File: config.mk
export PLATFORM = sky130hd
export DESIGN_NAME = mac_src_feeder
export DESIGN_NICKNAME = d
export VERILOG_FILES = /design/src/rtl/mac_src_feeder.sv
export SDC_FILE = /design/constraint.sdc
export NUM_CORES = 1
export LEC_CHECK = 0
export CORE_ASPECT_RATIO = 0.75
export CORE_UTILIZATION = 41
export DETAILED_ROUTE_END_ITERATION = 7
export GPL_ROUTABILITY_DRIVEN = 0
export GPL_TIMING_DRIVEN = 0
export PLACE_DENSITY = 0.77
export SLEW_MARGIN = 20
export SYNTH_ARGS = -nofsm -noshare
export SYNTH_HDL_FRONTEND = slang
export SYNTH_SLANG_ARGS = --single-unit
File: constraint.sdc
create_clock -name clk -period 2.31 [get_ports clk]
set_input_delay 0.231 -clock clk [delete_from_list [all_inputs] [get_ports clk]]
set_output_delay 0.231 -clock clk [all_outputs]
set_load 0.02 [all_outputs]
File: src/rtl/mac_src_feeder.sv
// Operand sequencer for one MAC lane: takes a job length, streams operand pairs to the MAC, flags the result.
// Latency: operand handshake -> src_vld 1 cycle; last src_vld/clear -> done_vld after MAC_LAT cycles.
// Backpressure: in_rdy only in FEED, cmd_rdy only in IDLE; both decoded from state, no path from the valids.
//
// Ports:
//   clk, rstn                      clock, asynchronous active-low reset
//   cmd_vld/cmd_rdy/cmd_len        job command (cmd_len = products, 0 = clear-only job)
//   in_vld/in_rdy/in_src_0/1       upstream operand-pair stream
//   init/clear/src_vld/src_0/1     registered drive into the MAC
//   done_vld                       one-cycle pulse: MAC acc holds the job result
//   busy                           job in progress
module mac_src_feeder #(
   parameter int unsigned SRC0_W  = 10,
   parameter int unsigned SRC1_W  = 8,
   parameter int unsigned LEN_W   = 8,
   parameter int unsigned MAC_LAT = 2
) (
   input  logic              clk,
   input  logic              rstn,
   input  logic              cmd_vld,
   output logic              cmd_rdy,
   input  logic [LEN_W-1:0]  cmd_len,
   input  logic              in_vld,
   output logic              in_rdy,
   input  logic [SRC0_W-1:0] in_src_0,
   input  logic [SRC1_W-1:0] in_src_1,
   output logic              init,
   output logic              clear,
   output logic              src_vld,
   output logic [SRC0_W-1:0] src_0,
   output logic [SRC1_W-1:0] src_1,
   output logic              done_vld,
   output logic              busy
);

   localparam int unsigned WCNT_W = 4;

   typedef enum logic [1:0] {
      S_IDLE = 2'd0,
      S_CLR  = 2'd1,
      S_FEED = 2'd2,
      S_WAIT = 2'd3
   } state_t;

   state_t              state, state_nxt;
   logic [LEN_W-1:0]    remaining, remaining_nxt;
   logic                first, first_nxt;
   logic [WCNT_W-1:0]   wcnt, wcnt_nxt;
   logic                init_nxt, clear_nxt, src_vld_nxt, done_nxt;
   logic [SRC0_W-1:0]   src_0_nxt;
   logic [SRC1_W-1:0]   src_1_nxt;

   assign cmd_rdy = (state == S_IDLE);
   assign in_rdy  = (state == S_FEED);
   assign busy    = (state != S_IDLE);

   always_ff @(posedge clk or negedge rstn) begin
      if (!rstn) begin
         state     <= S_IDLE;
         remaining <= '0;
         first     <= 1'b0;
         wcnt      <= '0;
         init      <= 1'b0;
         clear     <= 1'b0;
         src_vld   <= 1'b0;
         src_0     <= '0;
         src_1     <= '0;
         done_vld  <= 1'b0;
      end else begin
         state     <= state_nxt;
         remaining <= remaining_nxt;
         first     <= first_nxt;
         wcnt      <= wcnt_nxt;
         init      <= init_nxt;
         clear     <= clear_nxt;
         src_vld   <= src_vld_nxt;
         src_0     <= src_0_nxt;
         src_1     <= src_1_nxt;
         done_vld  <= done_nxt;
      end
   end

   // wcnt counts down from MAC_LAT starting in the cycle the last MAC event
   // (final src_vld, or clear) is visible at the MAC; done_vld is raised when
   // it reaches 1 so the pulse lands exactly MAC_LAT cycles after that event.
   // For a clear-only job that event cycle is CLR itself, so the count is
   // loaded at the command handshake and CLR decrements it like WAIT does.
   always_comb begin
      state_nxt     = state;
      remaining_nxt = remaining;
      first_nxt     = first;
      wcnt_nxt      = wcnt;
      init_nxt      = 1'b0;
      clear_nxt     = 1'b0;
      src_vld_nxt   = 1'b0;
      src_0_nxt     = src_0;
      src_1_nxt     = src_1;
      done_nxt      = 1'b0;

      case (state)
         S_IDLE: begin
            if (cmd_vld) begin
               if (cmd_len == '0) begin
                  state_nxt = S_CLR;
                  clear_nxt = 1'b1;
                  wcnt_nxt  = WCNT_W'(MAC_LAT);
               end else begin
                  state_nxt     = S_FEED;
                  remaining_nxt = cmd_len;
                  first_nxt     = 1'b1;
               end
            end
         end

         S_CLR: begin
            done_nxt  = (wcnt == WCNT_W'(1));
            wcnt_nxt  = wcnt - WCNT_W'(1);
            state_nxt = S_WAIT;
         end

         S_FEED: begin
            if (in_vld) begin
               src_vld_nxt   = 1'b1;
               src_0_nxt     = in_src_0;
               src_1_nxt     = in_src_1;
               init_nxt      = first;
               first_nxt     = 1'b0;
               remaining_nxt = remaining - LEN_W'(1);
               if (remaining == LEN_W'(1)) begin
                  state_nxt = S_WAIT;
                  wcnt_nxt  = WCNT_W'(MAC_LAT);
               end
            end
         end

         S_WAIT: begin
            if (done_vld) begin
               state_nxt = S_IDLE;
            end else begin
               done_nxt = (wcnt == WCNT_W'(1));
               if (wcnt != '0) begin
                  wcnt_nxt = wcnt - WCNT_W'(1);
               end
            end
         end

         default: state_nxt = S_IDLE;
      endcase
   end

endmodule
==> flow_summary.json, run 1 <==
{
  "outcome": "completed",
  "pwr-share-comb_pct": 51.9,
  "critPathMaxStageDelay_ns": 0.68,
  "crit_path_max_fanout": 10,
  "cts-root-buf": "clkbuf_8",
  "wl_per_cell_microns": 14.5,
  "coreArea_sq_um": 4180,
  "clkPwrFrac_pct": 15.6,
  "avgSynthCellArea_sq_um": 11.0,
  "synth-seq-cells": 37,
  "finalWorstSetupSlack_ns": 0.0931,
  "grt_antenna_before_repair": 0,
  "finClkSkew_ns": 0.00811,
  "fillers": 341,
  "grt_use_total_pct": 19.5,
  "hold_ws_ns": 0.349,
  "async_flop_share_pct": 100,
  "synthMuxAreaShare_pct": 11.5,
  "placed_area_sq_um": 2480,
  "synth_xor_area_share_pct": 0,
  "drc_errors": 0,
  "grt.overflow.total": 0,
  "startpoint_type": "primary input",
  "ant_nets": 0,
  "placedCellCount": 278,
  "fin_tns_setup_ns": 0,
  "htree_levels": 2,
  "cts_tree": "built",
  "cts_buffers": 5,
  "endpoint_kind": "register",
  "fmax_mhz": 451,
  "cp_num_buf_inv": 2,
  "busiest_layer": "met2",
  "drv_slew": 0,
  "finalCritPeriodShare_pct": 96.0,
  "grt_pass1_wl_microns": 6830,
  "worstMarginPinSlew_ns": 0.753,
  "p_switching_w": 0.00143,
  "drtPass1Iterations": 4,
  "min_period_ns": 2.22,
  "viasPerCell": 5.17,
  "fp.dieH_microns": 60.2,
  "stdcell_area_sq_um": 2610,
  "synthSimpleGateAreaFrac_pct": 14.1,
  "ys_seq_area_share_pct": 49.9,
  "met3_usage_pct": 9.92,
  "cp.arrival_ns": 2.39,
  "p_leak_nw": 1.11,
  "synth_top_area_cell": "dfrtp_1",
  "clock_latency_ns": 0.29,
  "hp-class": "primary input to asynchronous set/reset pin",
  "path_clk_slew_ns": 0.08,
  "seqPwrFrac_pct": 32.5,
  "cp_slowest_cell": "nor4_1",
  "path_cells": "clkdlybuf4s50_1 -> nor4_1 -> nand3_1 -> o211ai_1 -> buf_2 -> a21oi_1 -> o22a_2",
  "portBuffers": 54,
  "drive_gt1_share_pct": 16.9,
  "yosys.area_share.adder_pct": 5.40,
  "synth-edff-count": 0,
  "initialDrtViolationCount": 127,
  "p_int_w": 0.00218,
  "start_util_pct": 44.4,
  "rsz0062_at_grt": "false",
  "use_met2_pct": 28.0,
  "met1_usage_pct": 24.9,
  "postCtsSetupRepairBufs": 0,
  "hold_violations": 0,
  "slew_headroom_pct": 49.3,
  "drv_cap": 0,
  "synthesis.nets": 206,
  "path_class": "primary input to register",
  "synthFlopType": "dfrtp_1",
  "netlist_area_sq_um": 1850,
  "first_global_vias": 1498,
  "pre_cts_slack_ns": -0.149,
  "cp.required_ns": 2.49,
  "synthDistinctLibCells": 40,
  "peakVddDrop_mv": 0.718,
  "final_cell_mix": "52 x clkdlybuf4s50_1, 37 x dfrtp_1, 18 x mux2_2, 14 x inv_1, 12 x nand2_1",
  "io_pins": 55,
  "finalSetupViolCount": 0,
  "cpLargestDelayFamily": "simple AND/OR/NAND/NOR gates",
  "route.vias.total": 1480,
  "yosys-top-cells-area": "dfrtp_1 50%, mux2_2 11%, ha_1 5.4%, a21oi_1 3.0%, inv_1 2.8%",
  "yosys_warnings": 0,
  "synth_top_family_by_area": "compound AO/OA/AOI/OAI gates",
  "hpwl_microns": 3080,
  "switching_share_pct": 39.7,
  "grt_max_degree": 27,
  "die_w_microns": 79.7,
  "cts_sinks": 37,
  "synth.top_cell.area_share_pct": 49.9,
  "layout_commonest_cell": "clkdlybuf4s50_1",
  "wl_microns": 4140,
  "rows": 20,
  "finalNetCount": 268,
  "clk_path_buf_depth": 2,
  "synth_compound_area_share_pct": 15.0,
  "antenna_cells": 0,
  "syn2layout_area_growth_pct": 41.0,
  "stdcell_count": 286,
  "die_area_sq_um": 4800,
  "synthCells": 168,
  "power.density_nw_per_um2": 1380
}
[power groups by stage]
stage	combinational, W	sequential [W]	clock (W)
6_report	0.00188	0.00117	0.000562
5_1_grt	0.00205	0.00122	0.000597
2_1_floorplan	0.000975	0.00136	0
4_1_cts	0.00188	0.00117	0.000575
3_3_place_gp	0.00183	0.00116	0
3_5_place_dp	0.00186	0.00119	0
[per-stage QoR]
step	power, W	utilization (%)
finish	0.00361	62.5
global route	0.00387	62.5
CTS	0.00363	62.2
detailed placement	0.00305	59.3
global placement	0.00300	59.0
floorplan	0.00234	-
[path summary, 6_finish.rpt]
check / startpoint / endpoint / slack, ns / cells after the start
max reg2reg: state[0]$_DFFE_PN0P_ / remaining[2]$_DFFE_PN0P_ / 0.16 / 8
min: rstn / src_1[2]$_DFFE_PN0P_ / 0.35 / 2
min in group clk: cmd_vld / clear$_DFF_PN0_ / 0.50 / 3
max: cmd_len[1] / remaining[2]$_DFFE_PN0P_ / 0.09 / 7
min reg2reg: src_1[6]$_DFFE_PN0P_ / src_1[6]$_DFFE_PN0P_ / 0.51 / 1
max in group asynchronous: rstn / remaining[7]$_DFFE_PN0P_ / 1.53 / 3
[routing by layer]
metal	vias to the layer above	routed length (microns)
met5	-	0
met4	0	64
met3	5	455
met2	57	1670
met1	693	1960
li1	725	-
[layout make-up]
type / count / area (sq um) / area share, %
well taps: 55 / 68.8 / 2.63
flip-flops and latches: 37 / 926 / 35.4
multi-input cells: 111 / 865 / 33.1
repair buffers: 56 / 568 / 21.7
clock buffers: 6 / 72.6 / 2.78
plain buffers: 5 / 22.5 / 0.862
clock inverters: 2 / 38.8 / 1.48
inverters: 14 / 52.6 / 2.01
[state kept, by name (all words and copies together) (netlist names)]
name       cells
done_vld       1
remaining      8
first          1
state          2
src_vld        1
src_0         10
wcnt           4
init           1
src_1          8
clear          1
[cell families after synthesis]
logic type | after synthesis
muxes | 19
adders and majority gates | 8
AOI/OAI and AO/OA | 39
DFF | 37
and+or+nand+nor | 45
buffers and inverters | 20
[synthesized netlist by cell type, types with 2 or more instances]
| library cell | number |
|---|---|
| a21oi_1 | 11 |
| a41oi_1 | 2 |
| clkbuf_1 | 5 |
| dfrtp_1 | 37 |
| ha_1 | 8 |
| inv_1 | 14 |
| mux2_2 | 18 |
| nand2_1 | 12 |
| nand3_1 | 4 |
| nor2_1 | 8 |
| nor2b_1 | 3 |
| nor3b_1 | 3 |
| nor4_1 | 4 |
| o21ai_0 | 8 |
| o22a_1 | 5 |
| o22ai_1 | 2 |
[repair_timing]
item	in CTS	in global routing
endpoints found under the hold margin	11	0
endpoints found under the setup margin	0	15
gates resized for setup	0	7
hold buffers	1	0
Note: power is estimated with default switching activity, not from simulation.
==> inputs of run 2 (changes only) <==
--- a/config.mk
+++ b/config.mk
@@ -11,7 +11,6 @@
 export GPL_ROUTABILITY_DRIVEN = 0
 export GPL_TIMING_DRIVEN = 0
 export PLACE_DENSITY = 0.77
-export SLEW_MARGIN = 20
 export SYNTH_ARGS = -nofsm -noshare
 export SYNTH_HDL_FRONTEND = slang
 export SYNTH_SLANG_ARGS = --single-unit
==> flow_summary.json, run 2 (same netlist as run 1, synthesis figures left out) <==
{
  "outcome": "completed",
  "first_global_vias": 1433,
  "drc_errors": 0,
  "finalCritPeriodShare_pct": 90.8,
  "syn2layout_area_growth_pct": 39.8,
  "route.vias.total": 1484,
  "wl_microns": 4050,
  "finalSetupViolCount": 0,
  "layout_commonest_cell": "clkdlybuf4s50_1",
  "fp.dieH_microns": 60.2,
  "start_util_pct": 44.4,
  "coreArea_sq_um": 4180,
  "clk_path_buf_depth": 2,
  "wl_per_cell_microns": 14.3,
  "io_pins": 55,
  "antenna_cells": 0,
  "largest_registers": "src_0 (10), remaining (8), src_1 (8)",
  "finClkSkew_ns": 0.00839,
  "p_leak_nw": 1.10,
  "peakVddDrop_mv": 0.782,
  "drtPass1Iterations": 4,
  "hold_violations": 0,
  "stdcell_area_sq_um": 2590,
  "grt_max_degree": 38,
  "cts_resized": 1,
  "grt_pass1_wl_microns": 6610,
  "cts_buffers": 5,
  "drv_slew": 0,
  "slew_headroom_pct": 44.8,
  "worstMarginPinSlew_ns": 0.827,
  "placed_area_sq_um": 2460,
  "drv_cap": 0,
  "stdcell_count": 284,
  "grt_use_total_pct": 19.3,
  "placedCellCount": 277,
  "reg2reg_slack_ns": 0.21,
  "reg2reg_to": "wcnt[2]$_DFFE_PN0P_",
  "crit_path_end": "wcnt[2]$_DFFE_PN0P_",
  "postCtsSetupRepairBufs": 0,
  "htree_levels": 2,
  "final_cell_mix": "52 x clkdlybuf4s50_1, 37 x dfrtp_1, 18 x mux2_2, 14 x inv_1, 12 x nand2_1",
  "grt_antenna_before_repair": 0,
  "die_w_microns": 79.7,
  "grt.overflow.total": 0,
  "ant_nets": 0,
  "portBuffers": 54,
  "rsz0062_at_grt": "false",
  "cts_hold_buf": 0,
  "power.density_nw_per_um2": 1390,
  "drive_gt1_share_pct": 17.5,
  "finalWorstSetupSlack_ns": 0.212,
  "clock_latency_ns": 0.30,
  "crit_path_max_fanout": 8,
  "cts_tree": "built",
  "finalNetCount": 266,
  "cts-root-buf": "clkbuf_8",
  "min_period_ns": 2.10,
  "path_class": "register to register",
  "rows": 20,
  "endpoint_kind": "register",
  "cp.arrival_ns": 2.34,
  "cp.required_ns": 2.55,
  "r2r_start": "remaining[1]$_DFFE_PN0P_",
  "viasPerCell": 5.23,
  "initialDrtViolationCount": 95,
  "startpoint_type": "register",
  "fmax_mhz": 477,
  "die_area_sq_um": 4800,
  "largest_reg_flops": 10,
  "regMostFlops": "src_0",
  "path_clk_slew_ns": 0.08,
  "fin_tns_setup_ns": 0,
  "cts_sinks": 37,
  "ff2ff_path_depth": 7,
  "pre_cts_slack_ns": -0.138,
  "hp-class": "primary input to asynchronous set/reset pin",
  "critPathLaunch": "remaining[1]$_DFFE_PN0P_",
  "hpwl_microns": 2960
}
==> run 2: final cells by class <==
class	instances	area [sq um]
well taps	55	68.8
repair buffers	54	538
multi-input cells	111	873
inverters	14	52.6
clock inverters	2	38.8
flip-flops and latches	37	926
fillers	340	1590
plain buffers	5	22.5
clock buffers	6	72.6
==> run 2: worst min path at each step <==
stage                                     from  depth (start not counted)  slack (ns)              endpoint
after floorplan                           rstn                          0       -0.06       clear$_DFF_PN0_
after global placement    src_0[2]$_DFFE_PN0P_                          1        0.49  src_0[2]$_DFFE_PN0P_
after detailed placement                  rstn                          1        0.37  src_0[8]$_DFFE_PN0P_
after CTS                                 rstn                          1        0.04  src_1[0]$_DFFE_PN0P_
after global routing                      rstn                          1        0.09  src_0[8]$_DFFE_PN0P_
final                                     rstn                          1        0.03  src_0[8]$_DFFE_PN0P_
==> run 2: power by group <==
group,switching [W],leakage [nW],total [W],internal [W]
clock,0.000244,0.0554,0.000569,0.000324
combinational,0.000962,0.598,0.00187,0.000912
sequential,0.000226,0.443,0.00117,0.000944
total,0.00143,1.10,0.00361,0.00218
==> run 2: metal layers <==
metal,vias to the layer above,global-route usage [%],wire length (microns)
met5,-,0,0
met4,0,8.57,70
met3,5,11.1,476
met2,65,27.0,1670
met1,693,24.0,1830
li1,721,-,-
==> run 2: critical path, stage by stage, from the launching register on <==
cell and delay (ns):
dfrtp_1 0.38, inv_1 0.10, ha_1 0.14, or4b_4 0.47
o41ai_4 0.30, nand4b_4 0.20, nor4b_1 0.31, a211o_1 0.14
==> run 2: per-stage QoR <==
stage	hold slack [ns]	power (W)	util, %
6_report	0.0274	0.00361	62.0
5_1_grt	0.0929	0.00387	62.0
4_1_cts	0.0425	0.00363	61.5
3_5_place_dp	0.368	0.00304	58.8
3_3_place_gp	0.486	0.00300	59.0
2_1_floorplan	-0.0646	0.00234	-
==> patch 1, RTL diff (settings of run 1) <==
`LEN_W`: 8 -> 16.
--- a/src/rtl/mac_src_feeder.sv
+++ b/src/rtl/mac_src_feeder.sv
@@ -13,5 +13,5 @@
    parameter int unsigned SRC0_W  = 10,
    parameter int unsigned SRC1_W  = 8,
-   parameter int unsigned LEN_W   = 8,
+   parameter int unsigned LEN_W   = 16,
    parameter int unsigned MAC_LAT = 2
 ) (
Ports: changed (resized cmd_len); port bits go from 55 to 63. No check against the original RTL was run, so the function may have changed too.
==> patch 1 against run 1 <==
Wire length rose by 47%; sequential power rose by 29%; cell area rose by 26%; sequential cell count rose by 8; power rose by 22%; setup slack improved by 0.077 ns; largest power group unchanged; core utilization fell by 2.6 points; first-iteration DRC count fell by 1.6%; die area rose by 28%; synthesized cell count rose by 37%; synthesized area rose by 29%; highest routed layer unchanged; via count rose by 47%; register-to-register slack improved by 0.02 ns.
==> patch 1: results (changes against run 1) <==
outcome: "finished clean"
seq_power_share: 0.342  # +0.017
power.share.clock: 0.115  # -0.041
drt-initial-drc-count: 125  # -1.6%
grt_start_max_net_pins: 32  # +19%
grt_first_pass_wirelength_um: 9950  # +46%
power.internal_mw: 2.53  # +16%
synth_seq_area_share: 0.470  # -0.0296
layout_cell_share_with_drive_strength_beyond_1: 0.180  # +0.0109
timing.clock.skew_ns: 0.00281  # -0.00530 ns
first_global_vias: 1993  # +33%
longest_individual_stage_delay_on_the_worst_path_ns: 0.58  # -0.10 ns
global_route.usage.met2: 0.316  # +0.0362
met1_layer_usage_reported_by_global_route: 0.299  # +0.0508
reg2reg_setup_slack_ns: 0.18  # +0.02 ns
global_route.usage.met3: 0.0467  # -0.0526
leading_post_synthesis_cells_by_instance_count: "sky130_fd_sc_hd__dfrtp_1 (45), sky130_fd_sc_hd__mux2_2 (21), sky130_fd_sc_hd__o22ai_1 (19), sky130_fd_sc_hd__a21oi_1 (17), sky130_fd_sc_hd__nor2_1 (15)"
max-slew-margin-rel: 0.630  # +0.136
fin_cells: 381  # +33%
pre_cts_slack_ns: -0.232  # -0.0830 ns
routed_wire_length_per_instance_um: 16.0  # +11%
numPortBuffers: 62  # +15%
layout_setup_ws_ns: 0.170  # +0.0773 ns
synth_cell_types: 41  # +2.5%
grtUsageTotal: 0.209  # +0.0144
viasPerCell: 5.71  # +10%
synth.top_cells.by_area: "sky130_fd_sc_hd__dfrtp_1 (47%), sky130_fd_sc_hd__mux2_2 (9.9%), sky130_fd_sc_hd__o22ai_1 (5.0%)"
critPathArrivalTime_ns: 1.91  # -0.48 ns
-- patch 1: cell types whose count changed in the layout (fill, tap and decap cells not counted), sizes merged, moves of 8 or more --
cell                  run 1  this run
clkdlybuf4s50            52        61
nand4                     0        10
o22ai                     2        19
dfrtp                    37        45
nor3                      1         9
-- patch 1: cells by family after synthesis --
group | share of synthesized area
flip-flops | 0.470
multiplexers | 0.0986
AO/OA/AOI/OAI | 0.151
AND/OR/NAND/NOR | 0.194
adder cells (fa/ha/maj) | 0.0470
buffers and inverters | 0.0391
-- patch 1: routing by layer --
metal	vias to the layer above	share of wire
li1	1025	-
met1	1050	0.47
met2	93	0.45
met3	6	0.072
met4	0	0.013
met5	-	0
-- patch 1: worst max-delay path, delay by kind of cell (launching register included) --
| kind | cells | cell delay [ns] |
|---|---|---|
| DFF | 1 | 0.43 |
| buffers and inverters | 3 | 0.88 |
| adders and majority gates | 1 | 0.31 |
-- patch 1: area by class of cell --
class | count | area share
Buffer | 10 | 0.0156
Inverter | 12 | 0.0141
Multi-Input combinational cell | 162 | 0.364
Clock inverter | 3 | 0.00760
Timing Repair Buffer | 69 | 0.207
Tap cell | 75 | 0.0285
Sequential cell | 45 | 0.342
Clock buffer | 5 | 0.0209
-- patch 1: per-stage QoR --
stage	util	total power [mW]	instance area [µm²]	hold slack, ns
floorplan	-	2.94	2400	-0.0646
global placement	0.566	3.71	3110	0.480
detailed placement	0.569	3.78	3130	0.161
CTS	0.591	4.34	3250	0.372
global route	0.599	4.74	3290	0.410
finish	0.599	4.41	3290	0.372
-- patch 1: repair_timing --
| action | in CTS | in global routing |
|---|---|---|
| hold buffers | 1 | 0 |
| buffers inserted | 0 | 5 |
| endpoints found under the setup margin | 17 | 19 |
| resized for setup | 6 | 5 |
| pin swaps | 0 | 2 |
| endpoints found under the hold margin | 14 | 0 |
==> patch 2, RTL diff (config.mk and constraints of run 1) <==
Without the edit above. Re-encode `state_t` (4 states) as one-hot, 4 bits wide.
--- a/src/rtl/mac_src_feeder.sv
+++ b/src/rtl/mac_src_feeder.sv
@@ -36,9 +36,9 @@
    localparam int unsigned WCNT_W = 4;
 
-   typedef enum logic [1:0] {
-      S_IDLE = 2'd0,
-      S_CLR  = 2'd1,
-      S_FEED = 2'd2,
-      S_WAIT = 2'd3
+   typedef enum logic [3:0] {
+      S_IDLE = 4'b0001,
+      S_CLR  = 4'b0010,
+      S_FEED = 4'b0100,
+      S_WAIT = 4'b1000
    } state_t;
 
Check against the original RTL: no difference found for any inputs over 10 cycles, from zero or initial values and one cycle with rstn low; not proved beyond that.
==> patch 2 against run 1 <==
Sequential power down 6%; cell area up 6.3%; synthesized area up 9.2%; wire length up 4.8%; setup slack better by 0.020 ns; largest power group unchanged; sequential cell count up 2; highest routed layer unchanged; power down 7.9%; maximum frequency up 0.90%.
==> patch 2: results (changes against run 1) <==
outcome: "finished clean"
grtUsageTotal: 0.176  # -0.0184
fmax_mhz: 455  # +0.90%
global_route.usage.met3: 0.0410  # -0.0583
leading_post_synthesis_cells_by_instance_count: "sky130_fd_sc_hd__dfrtp_1 (38), sky130_fd_sc_hd__mux2_2 (18), sky130_fd_sc_hd__nand2_1 (14), sky130_fd_sc_hd__nor2_1 (11), sky130_fd_sc_hd__a21oi_1 (10)"
powerComb_mw: 1.63  # -13%
drt-initial-drc-count: 63  # -50%
place_area_um2: 2650  # +7.0%
synth.top_cells.by_area: "sky130_fd_sc_hd__dfrtp_1 (47%), sky130_fd_sc_hd__mux2_2 (10%), sky130_fd_sc_hd__ha_1 (3.1%)"
timing.clock.skew_ns: 0.00337  # -0.00474 ns
routed-wl-met3_um: 242  # -47%
max-slew-margin-rel: 0.669  # +0.175
pre_cts_slack_ns: 0.0376  # +0.187 ns
layout.nets: 280  # +4.5%
routed_wire_length_per_instance_um: 14.3  # -1.1%
reg2reg_to: "src_1[6]"
placed_cells_incl_taps: 294  # +5.8%
fin_cells: 303  # +5.9%
vdd_drop_max_uv: 711  # -1.0%
met1_layer_usage_reported_by_global_route: 0.235  # -0.0133
syn_inst: 182  # +8.3%
critPathMaxFanout: 9  # -1
viasPerCell: 5.34  # +3.1%
synthesis.nets: 217  # +5.3%
switchingPower_mw: 1.20  # -16%
power.share.clock: 0.180  # +0.024
synth_cell_types: 42  # +5.0%
route.met2.wl_um: 2010  # +21%
layout_cell_share_with_drive_strength_beyond_1: 0.207  # +0.0385
met1Wirelength_um: 2030  # +3.8%
[patch 2: timing repair]
action	in CTS	in global routing
hold buffers	1	0
setup buffers	0	0
hold endpoints to repair	13	0
resized for setup	1	0
setup endpoints to repair	1	0
[patch 2: final cells by class]
| cell class | instances | area [µm²] |
|---|---|---|
| Timing Repair Buffer | 56 | 564 |
| Sequential cell | 39 | 977 |
| Inverter | 9 | 33.8 |
| Buffer | 10 | 73.8 |
| Multi-Input combinational cell | 124 | 941 |
| Fill cell | 384 | 1820 |
| Clock inverter | 2 | 35.0 |
| Clock buffer | 6 | 82.6 |
| Tap cell | 57 | 71.3 |
[patch 2: worst max-delay path: stages, from the launching register on]
cell and delay (ns):
sky130_fd_sc_hd__dfstp_2 0.51, sky130_fd_sc_hd__buf_2 0.20, sky130_fd_sc_hd__nor4b_4 0.30, sky130_fd_sc_hd__clkdlybuf4s50_1 0.67
[patch 2: worst min path at each step]
stage | from | endpoint | slack, ns | cells after the start
3_3_place_gp | first | first | 0.48 | 2
6_report | rstn | remaining[0] | 0.37 | 2
4_1_cts | rstn | remaining[6] | 0.38 | 2
3_5_place_dp | rstn | remaining[0] | 0.17 | 1
2_1_floorplan | rstn | clear | -0.06 | 0
5_1_grt | rstn | remaining[0] | 0.41 | 2
[patch 2: logic make-up (layout without fill, tap and decap cells)]
| logic type | after synthesis | count (layout) | synth area share |
|---|---|---|---|
| simple gates | 60 | 60 | 0.173 |
| flops | 39 | 39 | 0.482 |
| compound gates | 34 | 34 | 0.122 |
| mux | 23 | 23 | 0.130 |
| buf+inv | 19 | 83 | 0.0531 |
| fa+ha+maj | 5 | 5 | 0.0309 |
| xor+xnor | 2 | 2 | 0.00865 |
